<file path="src/rtl/regfile_arb_pkg.sv">
// rtl/regfile_arb_pkg.sv - shared types and helpers for the register-file writeback arbiter
//
// Purpose : arbiter state encoding and the mod-N index increment used for the
//           round-robin pointer and the lock-release pointer.
// Contents: arb_state_t (IDLE, LOCKED), next_idx(idx, n)

package regfile_arb_pkg;

  typedef enum logic {
    IDLE   = 1'b0,
    LOCKED = 1'b1
  } arb_state_t;

  // (idx + 1) mod n without a divider; idx is always in 0..n-1.
  function automatic int next_idx(input int idx, input int n);
    return (idx + 1 >= n) ? 0 : idx + 1;
  endfunction

endpackage

</file>
<file path="src/rtl/rr_pick.sv">
// rtl/rr_pick.sv - rotate-priority picker for round-robin arbitration
//
// Purpose : purely combinational. Scans req starting at ptr, wrapping mod N,
//           and grants the first requester found.
// Ports   : req     in  N   request vector
//           ptr     in  PW  index with highest priority this cycle
//           gnt     out N   one-hot grant, zero when nothing requests
//           gnt_idx out PW  index of the granted requester (0 when none)
//           any     out 1   some requester was granted

module rr_pick #(
  parameter int N  = 3,
  parameter int PW = (N > 1) ? $clog2(N) : 1
) (
  input  logic [N-1:0]  req,
  input  logic [PW-1:0] ptr,
  output logic [N-1:0]  gnt,
  output logic [PW-1:0] gnt_idx,
  output logic          any
);

  logic [PW-1:0] cand;

  always_comb begin
    gnt     = '0;
    gnt_idx = '0;
    any     = 1'b0;
    cand    = '0;
    for (int k = 0; k < N; k++) begin
      cand = PW'((int'(ptr) + k) % N);
      if (!any && req[cand]) begin
        gnt[cand] = 1'b1;
        gnt_idx   = cand;
        any       = 1'b1;
      end
    end
  end

endmodule

</file>
<file path="src/rtl/regfile_wb_arbiter.sv">
// rtl/regfile_wb_arbiter.sv - round-robin write-port arbiter and write stage for reg_file
//
// Purpose : N writeback sources compete for the single register-file write
//           port. One beat is granted per cycle, round-robin in IDLE; a
//           requester asserting req_lock keeps the port (LOCKED) until it
//           sends a beat without lock or drops valid. The granted beat is
//           registered onto the reg_file write port one cycle later.
// Option  : REGFILE_ARB_FWD_EN - when defined, a read whose address matches the
//           write currently on the port returns the write data combinationally.
// Ports   : CLK, RST_N              clock (rising), async active-low reset
//           req_valid/req_lock  N   per-requester write pending / keep grant
//           req_addr  N*D, req_data N*W  packed per-requester slices
//           req_ready           N   one-hot or zero, combinational
//           rf_write_en/rf_waddr/rf_wdata  registered write port to reg_file
//           rd_addrA/B          D   core read addresses
//           rf_raddrA/B         D   read addresses passed through to reg_file
//           rf_rdataA/B         W   read data from reg_file
//           rd_dataA/B          W   read data delivered to the core

module regfile_wb_arbiter
  import regfile_arb_pkg::*;
#(
  parameter int W = 8,
  parameter int D = 3,
  parameter int N = 3
) (
  input  logic           CLK,
  input  logic           RST_N,
  input  logic [N-1:0]   req_valid,
  input  logic [N-1:0]   req_lock,
  input  logic [N*D-1:0] req_addr,
  input  logic [N*W-1:0] req_data,
  output logic [N-1:0]   req_ready,
  output logic           rf_write_en,
  output logic [D-1:0]   rf_waddr,
  output logic [W-1:0]   rf_wdata,
  input  logic [D-1:0]   rd_addrA,
  input  logic [D-1:0]   rd_addrB,
  output logic [D-1:0]   rf_raddrA,
  output logic [D-1:0]   rf_raddrB,
  input  logic [W-1:0]   rf_rdataA,
  input  logic [W-1:0]   rf_rdataB,
  output logic [W-1:0]   rd_dataA,
  output logic [W-1:0]   rd_dataB
);

  localparam int PW = (N > 1) ? $clog2(N) : 1;

  arb_state_t    state;
  logic [PW-1:0] rr_ptr;
  logic [PW-1:0] lock_owner;

  logic [PW-1:0] owner_next;
  logic [PW-1:0] pick_ptr;
  logic [N-1:0]  pick_gnt;
  logic [PW-1:0] pick_idx;
  logic          pick_any;
  logic          owner_valid;
  logic          arbitrating;
  logic          accept;
  logic [D-1:0]  sel_addr;
  logic [W-1:0]  sel_data;

  assign owner_next  = PW'(next_idx(int'(lock_owner), N));
  assign owner_valid = req_valid[lock_owner];

  // A locked owner that drops valid releases in the same cycle, so the
  // picker runs from the post-release pointer and may grant someone else.
  assign arbitrating = (state == IDLE) || !owner_valid;
  assign pick_ptr    = (state == LOCKED) ? owner_next : rr_ptr;

  rr_pick #(
    .N  (N),
    .PW (PW)
  ) u_rr_pick (
    .req     (req_valid),
    .ptr     (pick_ptr),
    .gnt     (pick_gnt),
    .gnt_idx (pick_idx),
    .any     (pick_any)
  );

  // Ready depends only on state and valid; forced low while in reset.
  always_comb begin
    req_ready = '0;
    if (RST_N) begin
      if (arbitrating) req_ready = pick_gnt;
      else             req_ready[lock_owner] = 1'b1;
    end
  end

  assign accept = |req_ready;

  // req_ready is one-hot, so an OR-of-ANDs mux selects the granted beat.
  always_comb begin
    sel_addr = '0;
    sel_data = '0;
    for (int i = 0; i < N; i++) begin
      if (req_ready[i]) begin
        sel_addr = req_addr[i*D +: D];
        sel_data = req_data[i*W +: W];
      end
    end
  end

  always_ff @(posedge CLK or negedge RST_N) begin
    if (!RST_N) begin
      state       <= IDLE;
      rr_ptr      <= '0;
      lock_owner  <= '0;
      rf_write_en <= 1'b0;
      rf_waddr    <= '0;
      rf_wdata    <= '0;
    end else begin
      rf_write_en <= accept;
      if (accept) begin
        rf_waddr <= sel_addr;
        rf_wdata <= sel_data;
      end

      if (arbitrating) begin
        if (pick_any) begin
          rr_ptr <= PW'(next_idx(int'(pick_idx), N));
          if (req_lock[pick_idx]) begin
            state      <= LOCKED;
            lock_owner <= pick_idx;
          end else begin
            state <= IDLE;
          end
        end else if (state == LOCKED) begin
          // Owner dropped valid and nobody else wanted the port.
          state  <= IDLE;
          rr_ptr <= owner_next;
        end
      end else if (!req_lock[lock_owner]) begin
        // Owner's final beat of the burst.
        state  <= IDLE;
        rr_ptr <= owner_next;
      end
    end
  end

  assign rf_raddrA = rd_addrA;
  assign rf_raddrB = rd_addrB;

`ifdef REGFILE_ARB_FWD_EN
  assign rd_dataA = (rf_write_en && (rd_addrA == rf_waddr)) ? rf_wdata : rf_rdataA;
  assign rd_dataB = (rf_write_en && (rd_addrB == rf_waddr)) ? rf_wdata : rf_rdataB;
`else
  assign rd_dataA = rf_rdataA;
  assign rd_dataB = rf_rdataB;
`endif

endmodule

</file>
<file path="config.mk">
export PLATFORM = sky130hd
export DESIGN_NAME = regfile_wb_arbiter
export DESIGN_NICKNAME = d
export VERILOG_FILES = /design/src/rtl/regfile_arb_pkg.sv /design/src/rtl/rr_pick.sv /design/src/rtl/regfile_wb_arbiter.sv
export SDC_FILE = /design/constraint.sdc
export NUM_CORES = 1
export LEC_CHECK = 0
export ABC_AREA = 1
export CAP_MARGIN = 20
export CELL_PAD_IN_SITES_DETAIL_PLACEMENT = 1
export CELL_PAD_IN_SITES_GLOBAL_PLACEMENT = 1
export CORE_ASPECT_RATIO = 0.7
export CORE_MARGIN = 3
export CORE_UTILIZATION = 28
export CTS_CLUSTER_SIZE = 8
export DETAILED_ROUTE_END_ITERATION = 7
export GPL_ROUTABILITY_DRIVEN = 1
export PLACE_DENSITY_LB_ADDON = 0.1
export SLEW_MARGIN = 20
export SYNTH_ARGS = -nofsm -noshare
export SYNTH_HDL_FRONTEND = slang
export SYNTH_SLANG_ARGS = --single-unit
</file>
<file path="constraint.sdc">
create_clock -name CLK -period 6.6 [get_ports CLK]
set_clock_uncertainty 0.05 [all_clocks]
set_input_delay 1.65 -clock CLK [delete_from_list [all_inputs] [get_ports CLK]]
set_output_delay 1.65 -clock CLK [all_outputs]
set_load 0.1 [all_outputs]
</file>
# Yosys cells after proc, flatten, opt, wreduce, memory -nomap -nowiden
# Index checks and enable logic that the tools add are counted.
# word_totals
register_bits	17
input_bits	63
out_inout_bits	37
# op_classes
n_lt_le_gt_ge	11
div_mod_pow	3
muxes	47
addsub	4
n_reduce_logical	12
bitwise_logic	3
n_eq_ne	1
# op_table
operator	count
$mod 32x3->32 const B	2
$mod 3x3->32 const B	1
$mux 3	8
$mux 8	3
$mux 2	9
$mux 1	17
$lt 2x3->1 const B	5
$bmux 1 s2	6
$add 2x1->3 const B	3
$demux 1 s2	4
$ge 2x1->1 const B	4
$ge 3x2->1 const B	2
$logic_and 1x1->1	6
$or 3x3->3	2
$add 2x2->3 const B	1
$logic_not 1->1	3
$reduce_and 3->1	1
$reduce_or 3->1	1
$ne 2x2->1 const B	1
$logic_or 1x1->1	1
$not 1->1	1

# Longest topological paths before layout
# depth
ltp_word	19
depth_mapped	22
mapped_depth_nobuf	21

# By module
# Synthesis repeated with hierarchy kept, for this count alone.
# hier_totals
hier_cells	269
area_unflattened_um2	1747.9
# by_module_without_submodules
mod	cells_each	area_per_inst_um2	instances
regfile_wb_arbiter	208	1427.6	1
rr_pick	61	320.3	1

# Worst setup path before layout
# Ideal clock, no wire load.
# synth_path
path_type	input to output
start	input req_valid[2]
end	output req_ready[2]
cell_stages	11
slack_ns	1.732
arrival_time_ns	3.168
path_cell_list	inv_1 o21ai_0 nand2_1 nand2_2 inv_2 nand3_2 nand3_2 nand2_4 buf_6 buf_4 inv_1
# synth_via
elab_chain_len	11
word_cells_on_any_way	23
classes_between	15 x mux; 2 x bitwise; 6 x reduce/logical
# synth_lines
item	line	rtl
start: declaration	regfile_wb_arbiter.sv:29	input logic [N-1:0] req_valid,
$bmux 1 s2	rr_pick.sv:31	if (!any && req[cand]) begin
$mux 1 (not written as such)	rr_pick.sv:31	
$mux 1	rr_pick.sv:31	
$logic_not 1->1	rr_pick.sv:31	
$logic_and 1x1->1	rr_pick.sv:31	
$mux 1	rr_pick.sv:31	
$logic_not 1->1	rr_pick.sv:31	
$logic_and 1x1->1	rr_pick.sv:31	
$mux 3	rr_pick.sv:31	
$mux 3 (*)	regfile_wb_arbiter.sv:87	if (arbitrating) req_ready = pick_gnt;
$mux 3 (*)	regfile_wb_arbiter.sv:86	if (RST_N) begin
end: declaration	regfile_wb_arbiter.sv:33	output logic [N-1:0] req_ready,
# Every way passes the cells marked *; elsewhere a longest branch is shown, timed or not. The select of a mux whose other input is x is not followed.

# Worst setup path after layout
# layout_path
start	input req_valid[2]
end	output req_ready[0]
# Same word-level chain as after synthesis.

==> metrics.cfg <==
[setup_path]
cp-start-kind=input port
cp.arrival_ns=3.72
end_kind=primary output
worstPathMaxFanout=13
cpPeakStageDelay_ns=0.50
crit_chain=clkdlybuf4s50_1 -> inv_1 -> o21ai_2 -> nand2_4 -> nand2_2 -> inv_2 -> nand3_1 -> nand3_2 -> inv_2 -> buf_12
critical_path.slowest_cell=clkdlybuf4s50_1
path_common_cell=inv_2
crit_type=input port to primary output
required_ns=4.90

[clocking]
cts_max_level=1
cts.clk_slew.worst_paths_ns=0.07
post_cts_resized=0
cts_inserted_buffers=3
post_cts_buffers=0
clock_path_buffers=2
root_buffer=clkbuf_8
cts.sinks=17
postCtsHoldBufs=0
clk-insertion-delay-late_ns=0.26
cts_tree=yes

[floorplan]
die_w_um=103
row_count=24
die_area_mm2=0.00765
die_h_um=74.1
ioPinCount=100
core-area_mm2=0.00631
start_util=0.294

[global_routing]
grt_use_total=0.162
grt_overflow=0
grt_pass1_wl_um=9650
grt_max_degree=36
grt_antenna_before_repair=0
first_global_vias=1892

[place]
post-place-ws_ns=1.16
placed_cell_area_mm2=0.00229
io_buffers=55
dp_hpwl_um=4850
place_congestion=0.807

[sta]
min_period_ns=5.42
tns_ns=0
rsz0062_at_grt=no
max_freq_ghz=0.184
tightestPinTransition_ns=0.999
hold_ws_ns=0.454
setup_viol=0
worst_slack_ns=1.18
final_max_slew_viol_count=0
finalCritPeriodShare=0.822
slew_headroom=0.332
hold_violations=0

[worst_hold_path]
worstHoldPathType=flop to flop

[synthesis]
syn-cell-area_mm2=0.00185
yosysSeqAreaShare=0.229
synth_mux_area_frac=0
synth_compound_area_frac=0.0398
synthAdderAreaFrac=0.0270
synth_cell_types=25
synth_top_family_by_area=simple AND/OR/NAND/NOR gates
synth_fp_nets=362
synth_xor_area_frac=0
synth-simple-area-share=0.473
yosys_warnings=0
netlist_instances=295
ys_ff_latch=17
avgSynthCellArea_um2=6.29

[routing]
wl_per_cell_um=15.0
drcViolationCount=0
wirelength_um=6020
drtAntennaViolNets=0
num_vias=1873
drt-pass1-iter-count=4
drt-initial-drc-count=95
viasPerCell=4.68

[finish]
fillers=819
final_cell_mix=nand2_1 (97), clkdlybuf4s50_1 (52), inv_1 (35)
layout_commonest_cell=nand2_1
drive_above_1_share=0.130
layout.nets=390
area_growth_pct=25.8
multiInputGateArea_mm2=0.00100
diodes=0
seq_area_um2=425
fin_area_mm2=0.00233

[run_status]
status=complete, no violations

[run]
maxCapViolCount=0

final timing paths:
check | from | endpoint | slack, ns | depth (start not counted)
worst max-delay path | req_valid[2] | req_ready[0] | 1.18 | 10
worst max register to register | state$_DFFE_PN0P_ | rf_wdata[3]$_DFFE_PN0P_ | 3.06 | 19
worst min register to register | rr_ptr[1]$_DFFE_PN0P_ | rr_ptr[1]$_DFFE_PN0P_ | 0.45 | 2
min in group asynchronous | RST_N | rf_wdata[3]$_DFFE_PN0P_ | 1.80 | 1
worst min-delay path | rr_ptr[1]$_DFFE_PN0P_ | rr_ptr[1]$_DFFE_PN0P_ | 0.45 | 2
max in group asynchronous | RST_N | rr_ptr[1]$_DFFE_PN0P_ | 4.02 | 2
metrics by stage:
stage / std cells / util
2_1_floorplan: 295 / -
3_3_place_gp: 396 / 0.363
3_5_place_dp: 396 / 0.363
4_1_cts: 400 / 0.370
5_1_grt: 400 / 0.370
6_report: 400 / 0.370
cell families (layout without fill, tap and decap cells):
group	count (synthesis)	after routing
AND/OR/NAND/NOR	181	181
buffers and inverters	82	109
flip-flops	17	17
AO/OA/AOI/OAI	11	11
adder cells (fa/ha/maj)	4	4
state kept, by name, summed over array words and instances (netlist names):
| register | cells |
|---|---|
| lock_owner | 2 |
| rf_waddr | 3 |
| rf_wdata | 8 |
| rf_write_en | 1 |
| state | 1 |
| rr_ptr | 2 |
critical path, delay by kind of cell:
| kind | cells | cell delay (ns) |
|---|---|---|
| buf+inv | 5 | 1.25 |
| simple gates | 4 | 0.62 |
| compound gates | 1 | 0.18 |
area by class of cell:
class | count | area share
multi-input combinational | 196 | 0.429
inverter | 48 | 0.0772
clock buffer | 3 | 0.0177
sequential | 17 | 0.182
timing repair buffer | 57 | 0.250
tap | 78 | 0.0418
clock inverter | 1 | 0.00214
synthesized netlist by cell type (all sizes together):
cell | n | area share
nand2 | 103 | 0.22
inv | 48 | 0.097
buf | 32 | 0.13
nand3 | 32 | 0.11
nand4 | 26 | 0.088
dfrtp | 17 | 0.23
or2 | 11 | 0.037
nor2 | 9 | 0.018
o21ai | 6 | 0.020
ha | 4 | 0.027
clkbuf | 2 | 0.0041
a21boi | 1 | 0.0041
a21oi | 1 | 0.0027
a221oi | 1 | 0.0047
o211ai | 1 | 0.0041
o21bai | 1 | 0.0041
layer usage:
metal / part of all wire / global-route usage
met5: 0 / 0
met4: 0.0048 / 0.0244
met3: 0.057 / 0.0234
met2: 0.39 / 0.213
met1: 0.55 / 0.273
Power is not shown: default switching activity piles up to over one toggle a cycle in this logic, so the estimate is an artifact.
